===== src/rtl/al4s3b_wb_multi_counter.sv =====
// Wishbone-slave bank of programmable up/down counters with compare,
// reload, one-shot mode, sticky terminal flags and a masked interrupt.
module al4s3b_wb_multi_counter #(
    parameter int NUM_CH    = 4,
    parameter int CNT_WIDTH = 16,
    parameter int ADDRWIDTH = 7,
    parameter int DATAWIDTH = 32,
    parameter logic [DATAWIDTH-1:0] ID_VALUE = 32'h0000_0C47,
    parameter logic [DATAWIDTH-1:0] DEFAULT_READ_VALUE = 32'hBAD_FAB_AC
) (
    input  logic                        WB_CLK,
    input  logic                        WB_RST_N,
    input  logic [ADDRWIDTH-1:0]        WBs_ADR,
    input  logic                        WBs_CYC,
    input  logic                        WBs_STB,
    input  logic                        WBs_WE,
    input  logic [3:0]                  WBs_BYTE_STB,
    input  logic [DATAWIDTH-1:0]        WBs_WR_DAT,
    output logic [DATAWIDTH-1:0]        WBs_RD_DAT,
    output logic                        WBs_ACK,
    output logic [NUM_CH*CNT_WIDTH-1:0] count,
    output logic                        irq
);

    localparam int CHW = ADDRWIDTH - 2;
    localparam logic [ADDRWIDTH-1:0] ID_ADR = '1;
    localparam logic [ADDRWIDTH-1:0] STATUS_ADR = ID_ADR - ADDRWIDTH'(1);

    function automatic logic [DATAWIDTH-1:0] byte_merge(
        input logic [DATAWIDTH-1:0] old,
        input logic [DATAWIDTH-1:0] wdat,
        input logic [3:0]           be
    );
        byte_merge = old;
        for (int b = 0; b < 4; b++) begin
            if (be[b]) byte_merge[b*8 +: 8] = wdat[b*8 +: 8];
        end
    endfunction

    function automatic logic [DATAWIDTH-1:0] zext(
        input logic [CNT_WIDTH-1:0] v
    );
        zext = '0;
        zext[CNT_WIDTH-1:0] = v;
    endfunction

    logic                              ack_q;
    logic [DATAWIDTH-1:0]              rd_q;
    logic [DATAWIDTH-1:0]              rd_mux;
    logic [DATAWIDTH-1:0]              status_rd;
    logic [NUM_CH-1:0]                 status_q;
    logic [NUM_CH-1:0]                 w1c;
    logic [NUM_CH-1:0]                 term_vec;
    logic [NUM_CH-1:0]                 ie_vec;
    logic [NUM_CH-1:0]                 ch_hit;
    logic [NUM_CH-1:0][DATAWIDTH-1:0]  ch_rd;
    logic                              irq_q;
    logic                              acc;
    logic                              wr;
    logic                              id_sel;
    logic                              st_sel;
    logic [CHW-1:0]                    ch_adr;
    logic [1:0]                        reg_adr;

    // A request is taken only while ACK is low, so every access is 2 cycles.
    assign acc     = WBs_CYC & WBs_STB & ~ack_q;
    assign wr      = acc & WBs_WE;
    assign ch_adr  = WBs_ADR[ADDRWIDTH-1:2];
    assign reg_adr = WBs_ADR[1:0];
    assign id_sel  = (WBs_ADR == ID_ADR);
    assign st_sel  = (WBs_ADR == STATUS_ADR);

    for (genvar n = 0; n < NUM_CH; n++) begin : g_ch
        logic [CNT_WIDTH-1:0] cnt_q;
        logic [CNT_WIDTH-1:0] load_q;
        logic [CNT_WIDTH-1:0] cmp_q;
        logic [3:0]           ctrl_q;
        logic [DATAWIDTH-1:0] ld_m;
        logic [DATAWIDTH-1:0] cmp_m;
        logic [DATAWIDTH-1:0] rd_v;
        logic                 ld_wr;
        logic                 ctrl_wr;
        logic                 cmp_wr;
        logic                 term;

        assign ch_hit[n] = (ch_adr == CHW'(n));
        assign ld_wr     = wr & ch_hit[n] & (reg_adr == 2'd1);
        assign cmp_wr    = wr & ch_hit[n] & (reg_adr == 2'd3);
        assign ctrl_wr   = wr & ch_hit[n] & (reg_adr == 2'd0)
                         & WBs_BYTE_STB[0];
        assign ld_m  = byte_merge(zext(load_q), WBs_WR_DAT, WBs_BYTE_STB);
        assign cmp_m = byte_merge(zext(cmp_q), WBs_WR_DAT, WBs_BYTE_STB);

        // A LOAD write suppresses the terminal check for this cycle.
        assign term        = ctrl_q[0] & (cnt_q == cmp_q) & ~ld_wr;
        assign term_vec[n] = term;
        assign ie_vec[n]   = ctrl_q[3];
        assign count[n*CNT_WIDTH +: CNT_WIDTH] = cnt_q;

        always_comb begin
            rd_v = '0;
            unique case (reg_adr)
                2'd0: rd_v[3:0] = ctrl_q;
                2'd1: rd_v = zext(load_q);
                2'd2: rd_v = zext(cnt_q);
                2'd3: rd_v = zext(cmp_q);
            endcase
        end
        assign ch_rd[n] = rd_v;

        always_ff @(posedge WB_CLK or negedge WB_RST_N) begin
            if (!WB_RST_N) begin
                cnt_q  <= '0;
                load_q <= '0;
                cmp_q  <= '0;
                ctrl_q <= '0;
            end else begin
                if (ld_wr) begin
                    load_q <= ld_m[CNT_WIDTH-1:0];
                    cnt_q  <= ld_m[CNT_WIDTH-1:0];
                end else if (term) begin
                    if (ctrl_q[2]) ctrl_q[0] <= 1'b0;
                    else           cnt_q     <= load_q;
                end else if (ctrl_q[0]) begin
                    cnt_q <= ctrl_q[1] ? cnt_q - CNT_WIDTH'(1)
                                       : cnt_q + CNT_WIDTH'(1);
                end
                // Placed last so a software CTRL write beats one-shot clear.
                if (ctrl_wr) ctrl_q <= WBs_WR_DAT[3:0];
                if (cmp_wr)  cmp_q  <= cmp_m[CNT_WIDTH-1:0];
            end
        end
    end

    always_comb begin
        status_rd = '0;
        status_rd[NUM_CH-1:0] = status_q;
    end

    always_comb begin
        rd_mux = DEFAULT_READ_VALUE;
        unique case (1'b1)
            id_sel: rd_mux = ID_VALUE;
            st_sel: rd_mux = status_rd;
            default: begin
                for (int n = 0; n < NUM_CH; n++) begin
                    if (ch_hit[n]) rd_mux = ch_rd[n];
                end
            end
        endcase
    end

    assign w1c = (wr & st_sel & WBs_BYTE_STB[0])
               ? WBs_WR_DAT[NUM_CH-1:0] : '0;

    always_ff @(posedge WB_CLK or negedge WB_RST_N) begin
        if (!WB_RST_N) begin
            ack_q    <= 1'b0;
            rd_q     <= '0;
            status_q <= '0;
            irq_q    <= 1'b0;
        end else begin
            ack_q    <= acc;
            rd_q     <= acc ? rd_mux : '0;
            // Terminal set is OR-ed after the clear so it wins a tie.
            status_q <= (status_q & ~w1c) | term_vec;
            irq_q    <= |(status_q & ie_vec);
        end
    end

    assign WBs_ACK    = ack_q;
    assign WBs_RD_DAT = rd_q;
    assign irq        = irq_q;

endmodule


===== config.mk =====
export PLATFORM = sky130hd
export DESIGN_NAME = al4s3b_wb_multi_counter
export DESIGN_NICKNAME = d
export VERILOG_FILES = /design/src/rtl/al4s3b_wb_multi_counter.sv
export SDC_FILE = /design/constraint.sdc
export NUM_CORES = 1
export LEC_CHECK = 0
export CAP_MARGIN = 20
export CORE_MARGIN = 2
export CORE_UTILIZATION = 40
export DETAILED_ROUTE_END_ITERATION = 12
export PLACE_DENSITY = 0.66
export SLEW_MARGIN = 20
export SYNTH_ARGS = -nofsm -noshare
export SYNTH_HDL_FRONTEND = slang
export SYNTH_SLANG_ARGS = --single-unit
export TNS_END_PERCENT = 100

===== constraint.sdc =====
create_clock -name WB_CLK -period 2.8 [get_ports WB_CLK]
set_input_delay 0.42 -clock WB_CLK [delete_from_list [all_inputs] [get_ports WB_CLK]]
set_output_delay 0.42 -clock WB_CLK [all_outputs]
set_load 0.05 [all_outputs]

==> impl_metrics.py <==
metrics = {
    "setup_path": {
        "slowest_stage": "or4_1",
        "path_class": "reg -> reg",
        "crit_path_start_kind": "flop",
        "cp_slowest_stage_delay_ns": 0.52,
        "critPathMaxFanout": 6,
        "cp.arrival_ns": 3.22,
        "cp-end-kind": "flop",
        "cp_cell_sequence": "buf_2, ha_1, o21ai_0, o21ba_2, a2111o_1, a211oi_2, nor3_1, or4_1, nand4_1",
        "worst_ep_required_time_ns": 3.28,
    },
    "sta": {
        "fmax_mhz": 364.8,
        "hold_viol_final": 0,
        "maxSlewViolCount": 0,
        "fin_worst_skew_ns": 0.01725,
        "fin_crit_ns": 2.741,
        "rsz0062_at_grt": "true",
        "maxSlewHeadroom_pct": 40.07,
        "tns_ns": 0,
        "setup_ws_ns": 0.05892,
        "post-route-period-util_pct": 97.90,
        "finalSetupViolCount": 0,
        "hold-worst-slack_ns": 0.4895,
        "tightestPinTransition_ns": 0.8962,
    },
    "yosys": {
        "synth_edf_count": 0,
        "ys_top_cells_by_count": "dfrtp_1 (231), nor2_1 (150), nand2_1 (147)",
        "ys_seq_area_share_pct": 37.59,
        "yosys_warnings": 0,
        "syn_avg_cell_area_sq_um": 9.541,
        "synth_cell_type_count": 77,
        "synth_cells": 1612,
        "synth-seq-cells": 231,
        "synth_most_common_cell": "dfrtp_1",
        "netlist_top_cells_area": "dfrtp_1 (38%), mux2_2 (10%), ha_1 (4.6%), xor2_1 (3.8%), nor2_1 (3.7%)",
        "synth_top_area_share_pct": 37.59,
        "yosys.area.top_type": "dfrtp_1",
        "synthFlopType": "dfrtp_1",
        "syn_area_sq_um": 15380,
        "ys_async_sr_fraction_pct": 100.0,
    },
    "finish": {
        "regArea_sq_um": 5787,
        "drive_above_1_share_pct": 23.30,
        "multi_input_area_sq_um": 9138,
        "num_antenna_cells": 0,
        "area_growth_pct": 26.16,
        "nets": 1976,
        "fillCellCount": 3391,
    },
    "grt": {
        "grt_max_degree": 89,
        "overflow": 0,
        "track_usage_pct": 27.18,
        "antenna_found_initial": 0,
        "grt_pass1_wl_mm": 82.37,
        "grt_pass1_vias": 14259,
    },
    "detailed_routing": {
        "ant_nets": 0,
        "route.detailed.drc": 0,
        "drtPass1Iterations": 6,
        "via_per_inst": 5.988,
        "via_count": 14341,
        "drt-initial-drc-count": 1255,
        "wl_per_cell_microns": 22.94,
        "drt_wl_total_mm": 54.93,
    },
    "placement": {
        "port_buffers": 123,
        "pre_cts_slack_ns": -0.1667,
        "dpl.hpwl_mm": 41.12,
        "place_congestion": 1.006,
    },
    "floorplanning": {
        "io_pins": 146,
        "start_util_pct": 40.74,
        "die_y_microns": 200.1,
        "die_area_sq_um": 40030,
        "die_x_microns": 200.1,
        "row_count": 71,
        "fp.coreArea_sq_um": 37760,
    },
    "power": {
        "power_density_nw_per_um2": 657.1,
        "vdd_drop_max_mv": 0.4172,
        "p_leak_nw": 9.105,
    },
    "cts": {
        "worstSkewPairLatency_ns": 0.54,
        "numCtsBuffers": 25,
        "htree_num_levels": 1,
        "clkTransAtPathRegs_ns": 0.07,
        "clock-root-buffer": "clkbuf_16",
        "cts_tree": "built",
        "clockBufferDepth": 3,
        "clock_sink_count": 231,
    },
    "outcome": {
        "status": "finished, final reports clean",
    },
    "run": {
        "cap_violations": 0,
    },
    "min_path": {
        "hp-class": "in -> async",
    },
}
==> logic make-up after synthesis <==
family / share of synthesized area, %
and+or+nand+nor: 13.32
AOI/OAI and AO/OA: 19.25
DFF: 37.59
muxes: 14.90
buffers and inverters: 3.531
xor gates and xnor gates: 6.321
adders and majority gates: 5.076
other: 0.02438
==> worst paths after layout <==
kind	slack, ns	from	cells past startpoint	endpoint
max	0.06	g_ch[2].ctrl_q[1]	9	g_ch[2].cnt_q[15]
min	0.49	WB_RST_N	2	g_ch[1].cnt_q[8]
max reg2reg	0.06	g_ch[2].ctrl_q[1]	9	g_ch[2].cnt_q[15]
min in group WB_CLK	0.50	status_q[0]	1	status_q[0]
max in group asynchronous	1.52	WB_RST_N	3	g_ch[1].ctrl_q[1]
min reg2reg	0.50	status_q[0]	1	status_q[0]
==> metrics by stage <==
stage / area (sq um) / util (%) / power, mW / std cells
final: 19400 / 51.39 / 12.75 / 2395
after global routing: 19400 / 51.39 / 13.27 / 2395
after CTS: 19290 / 51.10 / 12.74 / 2389
after detailed placement: 18430 / 48.80 / 9.235 / 2345
after global placement: 18420 / 48.79 / 9.148 / 2345
after floorplan: 15390 / - / 7.269 / 1615
==> layout make-up <==
class                      count  share of cell area [%]
multi-input combinational   1256                   47.09
sequential                   231                   29.83
timing repair buffer         324                   14.79
clock buffer                  35                   3.676
tap                          511                   3.295
clock inverter                 8                  0.7352
inverter                      30                  0.5804
==> state kept, by name, indices dropped and copies added, names as in the netlist <==
signal and cells:
g_ch.cmp_q 64, g_ch.cnt_q 64, g_ch.load_q 64, WBs_RD_DAT 17, g_ch.ctrl_q 16, status_q 4
WBs_ACK 1, irq 1
==> what timing repair did <==
action                                 CTS  global route
setup endpoints to repair                0            13
hold buffers                             1             0
endpoints found under the hold margin   81             0
resized for setup                        0            19
setup buffers                            0             6
==> report_power, final <==
part | switching (mW) | internal [mW] | leakage, nW | total, mW
Sequential | 0.498 | 3.68 | 3.00 | 4.17
Combinational | 3.07 | 1.98 | 5.68 | 5.05
Clock | 1.40 | 2.13 | 0.418 | 3.53
Total | 4.97 | 7.78 | 9.10 | 12.7
==> cell usage in the layout, fill, tap and decap left out, types with 23 or more instances in the layout <==
cell,count
clkdlybuf4s50_1,120
xnor2_1,45
mux2i_1,35
a31oi_1,41
a21o_1,41
a21oi_1,98
nor2_1,148
nand2_1,147
mux2_2,143
buf_4,188
nor3_1,28
a211oi_1,24
o21ai_0,75
dfrtp_1,226
a221oi_1,30
ha_1,56
nand3_1,23
inv_1,29
clkbuf_16,25
xor2_1,66
==> critical path, delay by kind of cell, from the launching register on <==
| kind | cells | cell delay (ns) |
|---|---|---|
| buffers and inverters | 1 | 0.19 |
| AND/OR/NAND/NOR | 3 | 0.71 |
| flip-flops | 1 | 0.47 |
| adder cells (fa/ha/maj) | 1 | 0.30 |
| AO/OA/AOI/OAI | 4 | 1.00 |
==> metal layers <==
layer  global-route usage (%)  vias to the layer above  wire length, microns
li1                         -                     6487                     -
met1                    33.76                     7014                 21870
met2                    45.41                      676                 25720
met3                    6.183                      164                  4620
met4                    11.77                        0                  2732
met5                        0                        -                     0
Note: power is estimated with default switching activity, not from simulation.
